### src/rtl/boot_loader.sv
// Byte-stream boot loader: packs a length-prefixed byte stream into 32-bit icache words.
// Optional trailing XOR checksum and error state are built only when BOOT_CSUM_EN is defined.
module boot_loader (
    input  logic        clk,
    input  logic        rst,
    input  logic        start,
    input  logic        byte_valid,
    input  logic [7:0]  byte_data,
    output logic        byte_ready,
    output logic        boot_up,
    output logic [7:0]  boot_addr,
    output logic [31:0] boot_datai,
    output logic        boot_web,
    output logic        done,
    output logic        error
);

    typedef enum logic [2:0] {
        S_IDLE,
        S_HDR,
        S_DATA,
        S_WRITE,
        S_CSUM,
        S_FINISH,
        S_ERR
    } state_t;

    state_t      state;
    state_t      state_next;
    logic [7:0]  cnt;
    logic [8:0]  word_idx;
    logic [1:0]  byte_idx;
    logic [31:0] buffer;
    logic [7:0]  acc;
    logic        xfer;
    logic        last_word;

    assign xfer      = byte_valid & byte_ready;
    assign last_word = (word_idx == {1'b0, cnt});

    // Handshake and write strobe decode from the state register only, never from inputs.
    assign byte_ready = (state == S_HDR) || (state == S_DATA) || (state == S_CSUM);
    assign boot_web   = (state != S_WRITE);
    assign boot_addr  = word_idx[7:0];
    assign boot_datai = buffer;

    // NOTE: sequential state uses non-blocking assignments so every register samples pre-edge values.
    always_ff @(posedge clk) begin
        if (rst) begin
            state <= S_IDLE;
        end else begin
            state <= state_next;
        end
    end

    // NOTE: state_next is defaulted first so no path through the case can infer a latch.
    always_comb begin
        state_next = state;
        case (state)
            S_IDLE:   if (start) state_next = S_HDR;
            S_HDR:    if (xfer) state_next = S_DATA;
            S_DATA:   if (xfer && byte_idx == 2'd3) state_next = S_WRITE;
            S_WRITE: begin
                if (last_word) begin
`ifdef BOOT_CSUM_EN
                    state_next = S_CSUM;
`else
                    state_next = S_FINISH;
`endif
                end else begin
                    state_next = S_DATA;
                end
            end
`ifdef BOOT_CSUM_EN
            S_CSUM:   if (xfer) state_next = (byte_data == acc) ? S_FINISH : S_ERR;
            S_ERR:    if (start) state_next = S_HDR;
`endif
            S_FINISH: state_next = S_IDLE;
            default:  state_next = S_IDLE;
        endcase
    end

    // NOTE: reset is synchronous and clears every datapath register, including the word buffer.
    always_ff @(posedge clk) begin
        if (rst) begin
            boot_up  <= 1'b0;
            done     <= 1'b0;
            cnt      <= 8'h00;
            word_idx <= 9'd0;
            byte_idx <= 2'd0;
            buffer   <= 32'h0;
            acc      <= 8'h00;
        end else begin
            done <= (state == S_FINISH);
            case (state)
                S_IDLE: begin
                    if (start) begin
                        boot_up  <= 1'b1;
                        word_idx <= 9'd0;
                        byte_idx <= 2'd0;
                        acc      <= 8'h00;
                    end
                end
                S_HDR: begin
                    if (xfer) cnt <= byte_data;
                end
                S_DATA: begin
                    if (xfer) begin
                        buffer[{byte_idx, 3'b000} +: 8] <= byte_data;
                        acc      <= acc ^ byte_data;
                        byte_idx <= byte_idx + 2'd1;
                    end
                end
                S_WRITE: begin
                    // Terminal compare against cnt keeps word_idx from wrapping past 0xFF.
                    if (!last_word) word_idx <= word_idx + 9'd1;
                end
                S_FINISH: begin
                    boot_up <= 1'b0;
                end
                S_ERR: begin
                    if (start) begin
                        word_idx <= 9'd0;
                        byte_idx <= 2'd0;
                        acc      <= 8'h00;
                    end
                end
                default: ;
            endcase
        end
    end

`ifdef BOOT_CSUM_EN
    logic error_q;

    always_ff @(posedge clk) begin
        if (rst) begin
            error_q <= 1'b0;
        end else if ((state == S_IDLE || state == S_ERR) && start) begin
            error_q <= 1'b0;
        end else if (state == S_CSUM && xfer && byte_data != acc) begin
            error_q <= 1'b1;
        end
    end

    assign error = error_q;
`else
    assign error = 1'b0;
`endif

endmodule

### config.mk
export PLATFORM = sky130hd
export DESIGN_NAME = boot_loader
export DESIGN_NICKNAME = d
export VERILOG_FILES = /design/src/rtl/boot_loader.sv
export SDC_FILE = /design/constraint.sdc
export NUM_CORES = 1
export LEC_CHECK = 0
export ABC_AREA = 0
export BUFFER_PORTS_ARGS = -buffer_cell sky130_fd_sc_hd__buf_2
export CORE_ASPECT_RATIO = 0.8
export CORE_MARGIN = 8
export CORE_UTILIZATION = 30
export CTS_BUF_LIST = sky130_fd_sc_hd__clkbuf_4 sky130_fd_sc_hd__clkbuf_8 sky130_fd_sc_hd__clkbuf_16
export DETAILED_ROUTE_END_ITERATION = 8
export GPL_TIMING_DRIVEN = 1
export SLEW_MARGIN = 0
export SYNTH_ARGS = -nofsm -noshare
export SYNTH_HDL_FRONTEND = slang
export SYNTH_SLANG_ARGS = --single-unit
### constraint.sdc
create_clock -name clk -period 2.05 [get_ports clk]
set_input_delay 0.1025 -clock clk [delete_from_list [all_inputs] [get_ports clk]]
set_output_delay 0.1025 -clock clk [all_outputs]
set_load 0.02 [all_outputs]
=== Word level (Yosys, flattened, before mapping) ===
Index checks and enable logic that the tools add are counted.

* Bits in writable memories: 0
* Logic and storage cells: 56
* Input port bits: 12
* Memories: 0
* Latch bits: 0
* Memory bits (read-only): 0
* Output and inout port bits: 45
* Bits in registers: 56

* Add/sub/neg operators: 3
* Reductions and logical operators: 14
* Eq/ne operators: 15
* Bitwise logic cells: 1
* Muxes and demuxes: 14
* Shift operators: 2
* Divide/modulo/power cells: 0
* Multipliers: 0
* Magnitude comparators: 0

{| class="wikitable"
|+ Operators with widths
! kind !! number
|-
| $bwmux 32 || 1
|-
| $shift 8x7->32 const A || 1
|-
| $shiftx 8x7->32 || 1
|-
| $mux 9 || 2
|-
| $pmux 9 s2 || 1
|-
| $mux 3 || 4
|-
| $pmux 3 s4 || 1
|-
| $add 9x1->9 const B || 1
|-
| $eq 3x3->1 const B || 3
|-
| $eq 9x8->1 || 1
|-
| $reduce_and 3->1 || 3
|-
| $ne 2x2->1 const B || 4
|-
| $neg 5->7 || 1
|-
| $eq 3x2->1 const B || 2
|-
| $reduce_and 2->1 || 3
|-
| $reduce_bool 2->1 || 3
|-
| $mux 2 || 2
|-
| $ne 2x1->1 const B || 2
|-
| $pmux 2 s2 || 1
|-
| $eq 3x1->1 const B || 1
|-
| $logic_not 3->1 || 1
|-
| $ne 3x2->1 const B || 1
|-
| $add 2x1->2 const B || 1
|-
| $eq 2x2->1 const B || 1
|-
| other kinds (6) || 7
|}

=== Longest topological paths before layout ===
Gate-level depths: netlist (run 1).

* Depth after elaboration: 7
* Depth in mapped cells: 8
* Gate-level depth less buffers: 6

=== Worst setup path after synthesis (run 1) ===
No wires, ideal clock.

* Path kind: flip-flop to flip-flop
* Start: register byte_idx[0]
* End: register buffer[10], in the netlist boot_datai[10]
* Clock period less this slack: 1,711 ps
* Setup time: 70 ps
* Stages on the path, launching flop included: 6
* Setup slack: 339 ps
* Buffers on the path: 0
* Arrival time: 1,641 ps
* Data required time: 1,980 ps
* Cells stage by stage: dfxtp_1 -> inv_1 -> ha_1 -> nor3b_1 -> nand3_1 -> a21oi_1

* Word-level cells in the longest chain between the ends: 3
* Elaborated cells between the ends (all ways): 4
* Classes of those cells: 1 x add/sub; 2 x shift; 1 x mux

{| class="wikitable"
|+ Ends and longest elaborated chain
! element !! RTL line !! RTL
|-
| start: declaration || 32 || <nowiki>logic [1:0] byte_idx;</nowiki>
|-
| start signal: assignment || 111 || <nowiki>byte_idx <= byte_idx + 2'd1;</nowiki>
|-
| $neg 5->7 (*) || 109 || <nowiki>buffer[{byte_idx, 3'b000} +: 8] <= byte_data;</nowiki>
|-
| $shiftx 8x7->32 / $shift 8x7->32 (equally long branches) || 109 ||
|-
| $bwmux 32 (*) || 109 ||
|-
| end signal: indexed assignment || 109 ||
|-
| end: declaration || 33 || <nowiki>logic [31:0] buffer;</nowiki>
|}

Mark *: on every way between the ends. The rest lies on a longest branch, timed or not.
A chain may end at the register's enable or synchronous reset.

=== Worst setup path in the final report (run 1) ===
* Start: register word_idx[0]
* End: register word_idx[8]

* Word-level cells in the longest chain between the ends: 3
* Elaborated cells between the ends (all ways): 6
* Classes of those cells: 1 x add/sub; 2 x eq/ne; 2 x mux; 1 x reduce/logical

{| class="wikitable"
|+ Ends and longest elaborated chain
! element !! RTL line !! RTL
|-
| start: declaration || 31 || <nowiki>logic [8:0] word_idx;</nowiki>
|-
| start signal: assignment || 116 || <nowiki>if (!last_word) word_idx <= word_idx + 9'd1;</nowiki>
|-
| $add 9x1->9 / $eq 9x8->1 (equally long branches) || 116, 39 ||
|-
| $mux 9 / $ne 2x2->1 (equally long branches) || -- ||
|-
| $pmux 9 s2 / $reduce_and 3->1 (equally long branches) || -- ||
|}

Parallel ways exist; a longest one is shown, timed or not. The select of a mux whose other input is x is not followed.

==> impl_results.md, run 1 <==
- Status: completed
- Vias: 2,183
- Remaining DRCs: 0
- Most numerous cell in the Yosys netlist: dfxtp_1
- Crit-path cells: ha_1 -> and3_1 -> and4_1 -> nand2_1 -> or3b_1 -> a31oi_1
- Post-CTS Setup Inserts: 0
- Full die area: 11,800 um^2
- GPL Wtd Cong: 0.795
- Met2 usage: 16.0%
- Syn_nets: 318
- Register bit count reported by yosys: 56
- Tot GR Track Use: 11.2%
- Wire per inst: 14.8 um
- F_max: 542 MHz
- Most used routing layer: met2
- Post-synth EDFFs: 0
- Initial core utilization: 30.6%
- Total grt overflow: 0
- Largest net degree at the start of global routing: 44
- H-tree depth: 2
- Max capacitance violation total: 0
- Max VDD drop: 0.271 mV
- Internal power: 1.46 mW
- Synth unique cells: 41
- Multi-input logic area: 1270 um^2
- Layout cell share with drive strength beyond 1: 23.7%
- # port buffers: 55
- Max clock buf depth: 2
- Mean post-synth cell area: 8.54 um^2
- Fin crit period: 1.84 ns
- Root Driver: clkbuf_8
- Synth async-reset ratio: 0%
- GR Util met3: 3.66%
- Post-synthesis sequential area ratio: 43.8%
- Critical path's largest stage delay: 0.48 ns
- Worst-path clk slew: 0.10 ns
- TritonCTS buffer count: 5
- Headroom to the max-slew limit: 44.9%
- Number of global-route vias before repair: 2,048
- Final number of setup-violating endpoints: 0
- Crit-path slowest cell: dfxtp_1
- Area delta synth->final: 17.0%
- Combinational Power Share: 10.1%
- Syn. warnings: 0
- Cell area after synthesis: 2560 um^2
- Cell family contributing the most delay on the critical path: simple AND/OR/NAND/NOR gates
- Die width: 119 um
- Fin crit share: 90.0%
- Met1 Track Usage GR: 15.5%
- Synth top cells by count: dfxtp_1, a21oi_1, nand2_1
- Post-route ant nets: 0
- 1st-iter DRT viols: 136
- TNS Setup: 0 ns
- Placed cells: 450
- Slew Limit Fails: 0
- Final hold vios: 0
- Switching Fraction: 26.3%
- Fill cell count: 893
- Post-cts resize count: 0
- Final-stage net count: 363
- Leakage power: 1.20 nW
- Crit. End Element: flip-flop
- Hold WC Path Type: primary input to flip-flop
- N_diodes: 0
- Synth top area share: 43.8%
- NetSw: 0.519 mW
- Sequential share of power: 57.0%
- Crit path kind: flip-flop to flip-flop
- RSZ-0062 raised after global routing: false
- Area leader, netlist: dfxtp_1
- Clock share of power: 32.9%
- Design area: 3000 um^2
- Worst skew pair latency: 0.31 ns
- Most used flip-flop cell after synthesis: dfxtp_1
- Crit path DAT: 2.08 ns
- Area of placed instances: 2900 um^2
- CTS tree: yes
- Total wire length: 6.76 mm
- Initial antenna violation count: 0
- DR pass1 iterations: 4
- Register area: 1120 um^2
- First-pass GRT wire length: 10.8 mm
- Critical Path Fanout Max: 8
- Vias per inst: 4.77
- Core area: 8370 um^2
- Die height: 98.6 um
- Slew @ Worst Pin: 0.826 ns
- Cells after Synth: 300
- Post-DP HPWL: 4.83 mm
- Rows: 30
- Skew final: 0.00504 ns
- Synth area leaders: dfxtp_1, a21oi_1, nand3_1
- Post-Layout Cell Count: 458
- CP startpoint kind: flip-flop
- Tot Pwr: 1.98 mW
- CTS Sinks: 56
- IO Count: 57
- Critical Path RT: 2.29 ns
- Critical path buffers and inverters: 0
- Pwr/cell area: 659 nW/um^2
- Hold_buf cts: 0
[worst reg2reg max path: cells and delay by family, from the launching register on]
family | cells | cell delay [ns]
AO/OA/AOI/OAI | 1 | 0.12
adder cells (fa/ha/maj) | 1 | 0.24
flip-flops | 1 | 0.48
AND/OR/NAND/NOR | 4 | 0.94
[area by class of cell]
cell class,instances,area share (%)
Multi-Input combinational cell,213,42.5
Sequential cell,56,37.4
Timing Repair Buffer,65,11.7
Tap cell,112,4.67
Clock buffer,6,2.75
Inverter,4,0.501
Clock inverter,2,0.459
[flip-flops by register name (all words and copies together), names as in the netlist]
register    flops
word_idx        9
boot_up         1
byte_idx        2
boot_datai     32
done            1
state           3
cnt             8
[routing by layer]
metal / routed length [um] / part of all wire (%)
met5: 0 / 0
met4: 82 / 1.2
met3: 412 / 6.1
met2: 2810 / 42
met1: 3460 / 51
[power groups by stage]
stage               Sequential, mW  Clock, mW  Combinational, mW
floorplan                     1.15          0              0.133
global placement              1.15          0              0.196
detailed placement            1.15          0              0.198
CTS                           1.13      0.666              0.199
global route                  1.13      0.709              0.216
finish                        1.13      0.650              0.199
[placed cells by master (no fill, tap or decap), types with 2 or more instances in the layout]
cell type / instances
dfxtp_1: 56
a211oi_1: 2
a21oi_1: 43
inv_1: 4
and2_1: 3
ha_1: 6
a311oi_2: 3
nor3_1: 4
nand3b_1: 9
or3_1: 3
a31oi_1: 4
o21ai_0: 2
mux2i_1: 8
a21o_1: 2
buf_4: 10
clkbuf_8: 6
nand2_1: 43
nor3b_1: 3
nand2b_1: 2
nand3_1: 35
xor2_1: 9
buf_2: 55
nor2_1: 14
[path summary, 6_finish.rpt]
path / from / endpoint / slack, ns / cells past startpoint
min reg2reg: boot_datai[12]$_SDFFE_PP0P_ / boot_datai[12]$_SDFFE_PP0P_ / 0.45 / 2
max: word_idx[0]$_SDFFE_PP0P_ / word_idx[8]$_SDFFE_PP0P_ / 0.21 / 6
min: byte_valid / state[1]$_SDFFE_PP0P_ / 0.10 / 3
max reg2reg: word_idx[0]$_SDFFE_PP0P_ / word_idx[8]$_SDFFE_PP0P_ / 0.21 / 6
[kinds of logic (layout without fill, tap and decap cells)]
kind of cell,count (synthesis),in the layout,share of synthesized area [%]
AO/OA/AOI/OAI,62,62,14.9
XOR/XNOR,9,9,3.08
adder cells (fa/ha/maj),6,6,2.93
buffers and inverters,31,77,6.69
flip-flops,56,56,43.8
multiplexers,9,9,3.57
other,1,1,0.146
AND/OR/NAND/NOR,126,126,24.9
[per-stage QoR]
stage | worst slack (ns) | util (%) | hold WS [ns]
after floorplan | 0.339 | - | 0.250
after global placement | 0.279 | 34.7 | 0.427
after detailed placement | 0.246 | 34.7 | 0.426
after CTS | 0.222 | 35.8 | 0.0868
after global routing | 0.00353 | 35.8 | 0.0986
final | 0.205 | 35.8 | 0.102
(Power assumes the default switching activity.)
==> inputs of run 2 (changes only) <==
- CORE_MARGIN: 8 -> 1.5
- CTS_BUF_LIST: sky130_fd_sc_hd__clkbuf_4 sky130_fd_sc_hd__clkbuf_8 sky130_fd_sc_hd__clkbuf_16 -> sky130_fd_sc_hd__clkbuf_4 sky130_fd_sc_hd__clkbuf_8
==> impl_results.md, run 2 (synthesis gave the netlist of run 1 again) <==
- Die width: 106 um (was 119 um)
- Largest net degree at the start of global routing: 37 (was 44)
- Post-DP HPWL: 4.65 mm (was 4.83 mm)
- TNS Setup: 0 ns (unchanged)
- TritonCTS buffer count: 5 (unchanged)
- Remaining DRCs: 0 (unchanged)
- Hold depth: 3 (unchanged)
- CP startpoint kind: flip-flop (unchanged)
- Layout cell share with drive strength beyond 1: 23.9% (was 23.7%)
- Slew @ Worst Pin: 0.729 ns (was 0.826 ns)
- Commonest non-fill, non-tap cell in the layout: dfxtp_1 (unchanged)
- Area delta synth->final: 18.3% (was 17.0%)
- Leakage power: 1.22 nW (was 1.20 nW)
- Final-stage net count: 364 (was 363)
- Root Driver: clkbuf_8 (unchanged)
- Hold WC Path Type: primary input to flip-flop (unchanged)
- Post-route ant nets: 0 (unchanged)
- Full die area: 9100 um^2 (was 11,800 um^2)
- Hold_ws: 0.112 ns (was 0.102 ns)
- Pwr/cell area: 698 nW/um^2 (was 659 nW/um^2)
- RSZ-0062 raised after global routing: false (unchanged)
- Post-cts resize count: 0 (unchanged)
- Total wire length: 6.39 mm (was 6.76 mm)
- Fill cell count: 848 (was 893)
- Status: completed (unchanged)
- Number of global-route vias before repair: 2,050 (was 2,048)
- GPL Wtd Cong: 0.808 (was 0.795)
- Tot GR Track Use: 14.5% (was 11.2%)
- Worst-path clk slew: 0.10 ns (about the same)
- Reg2Reg Depth: 6 (unchanged)
- Final number of setup-violating endpoints: 0 (unchanged)
- Critical Path RT: 2.28 ns (was 2.29 ns)
- Total grt overflow: 0 (unchanged)
- Fin crit share: 91.8% (was 90.0%)
- Crit path kind: flip-flop to flip-flop (unchanged)
- Rows: 29 (was 30)
- Most frequent cells in the layout: dfxtp_1, buf_2, nand2_1, a21oi_1, nand3_1 (unchanged)
- Wire per inst: 14.0 um (was 14.8 um)
- Initial antenna violation count: 0 (unchanged)
- Hold_buf cts: 0 (unchanged)
- Critical Path Fanout Max: 21 (was 8)
- Cell family contributing the most delay on the critical path: compound AO/OA/AOI/OAI gates (was simple AND/OR/NAND/NOR gates)
- Critical path's largest stage delay: 0.49 ns (was 0.48 ns)
- N_diodes: 0 (unchanged)
- Crit-path cells: xor2_1 -> nor3_1 -> a31oi_1 -> buf_4 -> a41o_1 -> a311oi_2 (was ha_1 -> and3_1 -> and4_1 -> nand2_1 -> or3b_1 -> a31oi_1)
- Max FFs per register: 32 (unchanged)
- Max clock buf depth: 2 (unchanged)
- Skew final: 0.0105 ns (was 0.00504 ns)
- Fin crit period: 1.88 ns (was 1.84 ns)
- Crit-path slowest cell: dfxtp_1 (unchanged)
- Max capacitance violation total: 0 (unchanged)
- Worst skew pair latency: 0.31 ns (about the same)
- # port buffers: 55 (unchanged)
- 1st-iter DRT viols: 101 (was 136)
- Critical path depth: 6 (unchanged)
- Crit. End Element: flip-flop (unchanged)
- CTS tree: yes (unchanged)
- Core area: 8090 um^2 (was 8370 um^2)
- Initial core utilization: 31.7% (was 30.6%)
- Final hold vios: 0 (unchanged)
- DR pass1 iterations: 4 (unchanged)
- First-pass GRT wire length: 10.4 mm (was 10.8 mm)
- Post-CTS Setup Inserts: 0 (unchanged)
- IO Count: 57 (unchanged)
- Vias: 2,200 (was 2,183)
- Die height: 85.6 um (was 98.6 um)
- Headroom to the max-slew limit: 51.4% (was 44.9%)
- H-tree depth: 2 (unchanged)
- Max VDD drop: 0.308 mV (was 0.271 mV)
- Crit path DAT: 2.11 ns (was 2.08 ns)
- F_max: 531 MHz (was 542 MHz)
- Vias per inst: 4.84 (was 4.77)
- Critical path buffers and inverters: 1 (was 0)
- CTS Sinks: 56 (unchanged)
- Slew Limit Fails: 0 (unchanged)
## run 2: layout make-up
class                           count  area (um^2)  area share (%)
Clock buffer                        7         96.3            3.18
Clock inverter                      1         30.0           0.991
Inverter                            4         15.0           0.495
Multi-Input combinational cell    213         1270            42.1
Sequential cell                    56         1120            37.0
Tap cell                          108          135            4.46
Timing Repair Buffer               66          358            11.8
## run 2: worst min-delay path: cells and delay by family
family	cells	cell delay, ns
and+or+nand+nor	1	0.07
buffers and inverters	1	0.14
AOI/OAI and AO/OA	1	0.06
## run 2: final timing paths
path                                     from                           to  slack, ns
setup / recovery     word_idx[0]$_SDFFE_PP0P_     word_idx[3]$_SDFFE_PP0P_       0.17
hold reg to reg   boot_datai[12]$_SDFFE_PP0P_  boot_datai[12]$_SDFFE_PP0P_       0.46
setup reg to reg     word_idx[0]$_SDFFE_PP0P_     word_idx[3]$_SDFFE_PP0P_       0.17
hold / removal                   byte_data[5]   boot_datai[5]$_SDFFE_PP0P_       0.11
## run 2: where the power goes
| part | switching (mW) | leakage [nW] | internal (mW) |
|---|---|---|---|
| clock | 0.356 | 0.0645 | 0.432 |
| sequential | 0.0182 | 0.452 | 1.11 |
| combinational | 0.130 | 0.700 | 0.0743 |
## run 2: through the flow
step           total power [mW]  instance area (um^2)  cells  worst slack (ns)  util, %
2_1_floorplan              1.28                  2560    300             0.339        -
3_3_place_gp               1.35                  2900    447             0.297     35.9
3_5_place_dp               1.35                  2900    447             0.195     35.9
4_1_cts                    2.14                  3030    455             0.173     37.5
5_1_grt                    2.20                  3030    455            0.0141     37.5
6_report                   2.12                  3030    455             0.168     37.5
## run 2: routing by layer
metal,vias to the layer above,share of wire (%),wire length (um),GRT usage [%]
li1,1127,-,-,-
met1,1009,53,3360,20.7
met2,59,41,2640,21.2
met3,5,4.9,315,3.19
met4,0,1.2,75,5.53
met5,-,0,0,0
==> inputs of run 3 (changes only) <==
--- a/config.mk
+++ b/config.mk
@@ -14,3 +14,5 @@
 export DETAILED_ROUTE_END_ITERATION = 8
+export GPL_ROUTABILITY_DRIVEN = 0
 export GPL_TIMING_DRIVEN = 1
+export PLACE_DENSITY = 0.59
 export SLEW_MARGIN = 0
==> constraint.sdc (replaced) <==
create_clock -name clk -period 2.05 [get_ports clk]
set_input_delay 0.5125 -clock clk [delete_from_list [all_inputs] [get_ports clk]]
set_output_delay 0.5125 -clock clk [all_outputs]
set_load 0.02 [all_outputs]
==> impl_results.md, run 3 (synthesis gave the netlist of run 1 again) <==
- Core area: 8090 um^2 (unchanged)
- CTS Sinks: 56 (unchanged)
- Largest net degree at the start of global routing: 47 (was 37)
- Crit-path cells: xor2_2 -> nor2_2 -> o21ba_2 -> buf_2 (was xor2_1 -> nor3_1 -> a31oi_1 -> buf_4 -> a41o_1 -> a311oi_2)
- Internal power: 1.61 mW (about the same)
- Worst-path clk slew: 0.10 ns (about the same)
- Final number of setup-violating endpoints: 0 (unchanged)
- Skew final: 0.00690 ns (was 0.0105 ns)
- Crit path kind: flip-flop to primary output (was flip-flop to flip-flop)
- Crit. End Element: primary output (was flip-flop)
- 1st-iter DRT viols: 182 (was 101)
- Combinational Power Share: 9.6% (was 9.7%)
- Wire per inst: 14.1 um (was 14.0 um)
- Remaining DRCs: 0 (unchanged)
- Post-DP HPWL: 4.58 mm (was 4.65 mm)
- Critical Path RT: 1.54 ns (was 2.28 ns)
- Fill cell count: 834 (was 848)
- Crit path DAT: 1.43 ns (was 2.11 ns)
- Hold_buf cts: 0 (unchanged)
- Full die area: 9100 um^2 (unchanged)
- Cell family contributing the most delay on the critical path: flip-flops (was compound AO/OA/AOI/OAI gates)
- N_diodes: 0 (unchanged)
- Vias: 2,227 (was 2,200)
- DP Worst Slack: 0.205 ns (was 0.195 ns)
- H-tree depth: 2 (unchanged)
- CP startpoint kind: flip-flop (unchanged)
- Hold WC Path Type: flip-flop to flip-flop (was primary input to flip-flop)
- Commonest non-fill, non-tap cell in the layout: buf_2 (was dfxtp_1)
- Final-stage net count: 365 (was 364)
- Final hold vios: 0 (unchanged)
- Sequential share of power: 53.2% (was 53.1%)
- Clock share of power: 37.2% (about the same)
- Min setup slack post-route: 0.108 ns (was 0.168 ns)
- Leakage power: 1.23 nW (was 1.22 nW)
- Initial antenna violation count: 0 (unchanged)
- Max FFs per register: 32 (unchanged)
- Rows: 29 (unchanged)
- First-pass GRT wire length: 10.3 mm (was 10.4 mm)
- Root Driver: clkbuf_8 (unchanged)
- F_max: 515 MHz (was 531 MHz)
- TritonCTS buffer count: 5 (unchanged)
- Die height: 85.6 um (unchanged)
- RSZ-0062 raised after global routing: false (unchanged)
- Tot Pwr: 2.12 mW (about the same)
- Most frequent cells in the layout: buf_2, dfxtp_1, nand2_1, a21oi_1, nand3_1 (was dfxtp_1, buf_2, nand2_1, a21oi_1, nand3_1)
- TNS Setup: 0 ns (unchanged)
- Slew Limit Fails: 0 (unchanged)
- Max capacitance violation total: 0 (unchanged)
- CTS tree: yes (unchanged)
- Hold_ws: 0.454 ns (was 0.112 ns)
- # port buffers: 55 (unchanged)
- Critical path buffers and inverters: 1 (unchanged)
- IO Count: 57 (unchanged)
- NetSw: 0.504 mW (about the same)
- Number of global-route vias before repair: 2,022 (was 2,050)
- DR pass1 iterations: 4 (unchanged)
- Switching Fraction: 23.8% (about the same)
- Max clock buf depth: 2 (unchanged)
- Total wire length: 6.44 mm (was 6.39 mm)
- Fin crit period: 1.94 ns (was 1.88 ns)
- Critical path's largest stage delay: 0.39 ns (was 0.49 ns)
- Critical Path Fanout Max: 9 (was 21)
- Total grt overflow: 0 (unchanged)
- Vias per inst: 4.88 (was 4.84)
- Area delta synth->final: 19.8% (was 18.3%)
- Max VDD drop: 0.300 mV (was 0.308 mV)
- Fin crit share: 94.7% (was 91.8%)
- Initial core utilization: 31.7% (unchanged)
- Tot GR Track Use: 14.4% (was 14.5%)
- Post-route ant nets: 0 (unchanged)
- Crit-path slowest cell: dfxtp_4 (was dfxtp_1)
- Layout cell share with drive strength beyond 1: 25.3% (was 23.9%)
- Die width: 106 um (unchanged)
- Worst skew pair latency: 0.31 ns (about the same)
- Status: completed (unchanged)
- Pwr/cell area: 690 nW/um^2 (was 698 nW/um^2)
- Final Core Density: 37.9% (was 37.5%)
==> run 3: worst reg2reg max path, stage by stage (launching register included) <==
cell and delay [ns]:
dfxtp_1 0.48, ha_1 0.24, and3_1 0.25, and4_1 0.26, nand2_1 0.07, or3b_1 0.37
a31oi_1 0.12
==> run 3: power groups by stage <==
stage          clock network [mW]  registers (mW)  logic, mW
2_1_floorplan                   0            1.15      0.133
3_3_place_gp                    0            1.15      0.199
3_5_place_dp                    0            1.15      0.201
4_1_cts                     0.809            1.13      0.204
5_1_grt                     0.862            1.13      0.223
6_report                    0.788            1.13      0.203
==> run 3: worst paths after layout <==
path                            depth (start not counted)                        from  slack [ns]                          to
worst min register to register                          2  boot_datai[8]$_SDFFE_PP0P_        0.45  boot_datai[8]$_SDFFE_PP0P_
worst max register to register                          6    word_idx[1]$_SDFFE_PP0P_        0.20    word_idx[8]$_SDFFE_PP0P_
worst max-delay path                                    4       state[2]$_SDFFE_PP0P_        0.11                  byte_ready
worst min-delay path                                    2  boot_datai[8]$_SDFFE_PP0P_        0.45  boot_datai[8]$_SDFFE_PP0P_
==> run 3: area by class of cell <==
type / count / area, um^2 / area share (%)
Timing Repair Buffer: 67 / 378 / 12.3
Multi-Input combinational cell: 213 / 1280 / 41.9
Clock inverter: 1 / 30.0 / 0.979
Clock buffer: 7 / 96.3 / 3.14
Sequential cell: 56 / 1130 / 36.8
Tap cell: 108 / 135 / 4.40
Inverter: 4 / 15.0 / 0.489
==> run 3: repair_timing <==
action                                  in CTS  in global routing
gates resized for setup                      3                  3
setup buffers                                0                  0
endpoints found under the setup margin       1                  1
==> run 3: per-layer routing <==
| layer | track usage (%) | wire length, um | up-vias |
|---|---|---|---|
| li1 | - | - | 1128 |
| met1 | 21.0 | 3340 | 1047 |
| met2 | 20.9 | 2780 | 47 |
| met3 | 2.96 | 257 | 5 |
| met4 | 5.04 | 69 | 0 |
| met5 | 0 | 0 | - |
==> run 3: through the flow <==
| stage | cells | instance area [um^2] |
|---|---|---|
| after global routing | 456 | 3070 |
| after global placement | 448 | 2920 |
| after detailed placement | 448 | 2920 |
| after floorplan | 300 | 2560 |
| after CTS | 456 | 3060 |
| final | 456 | 3070 |
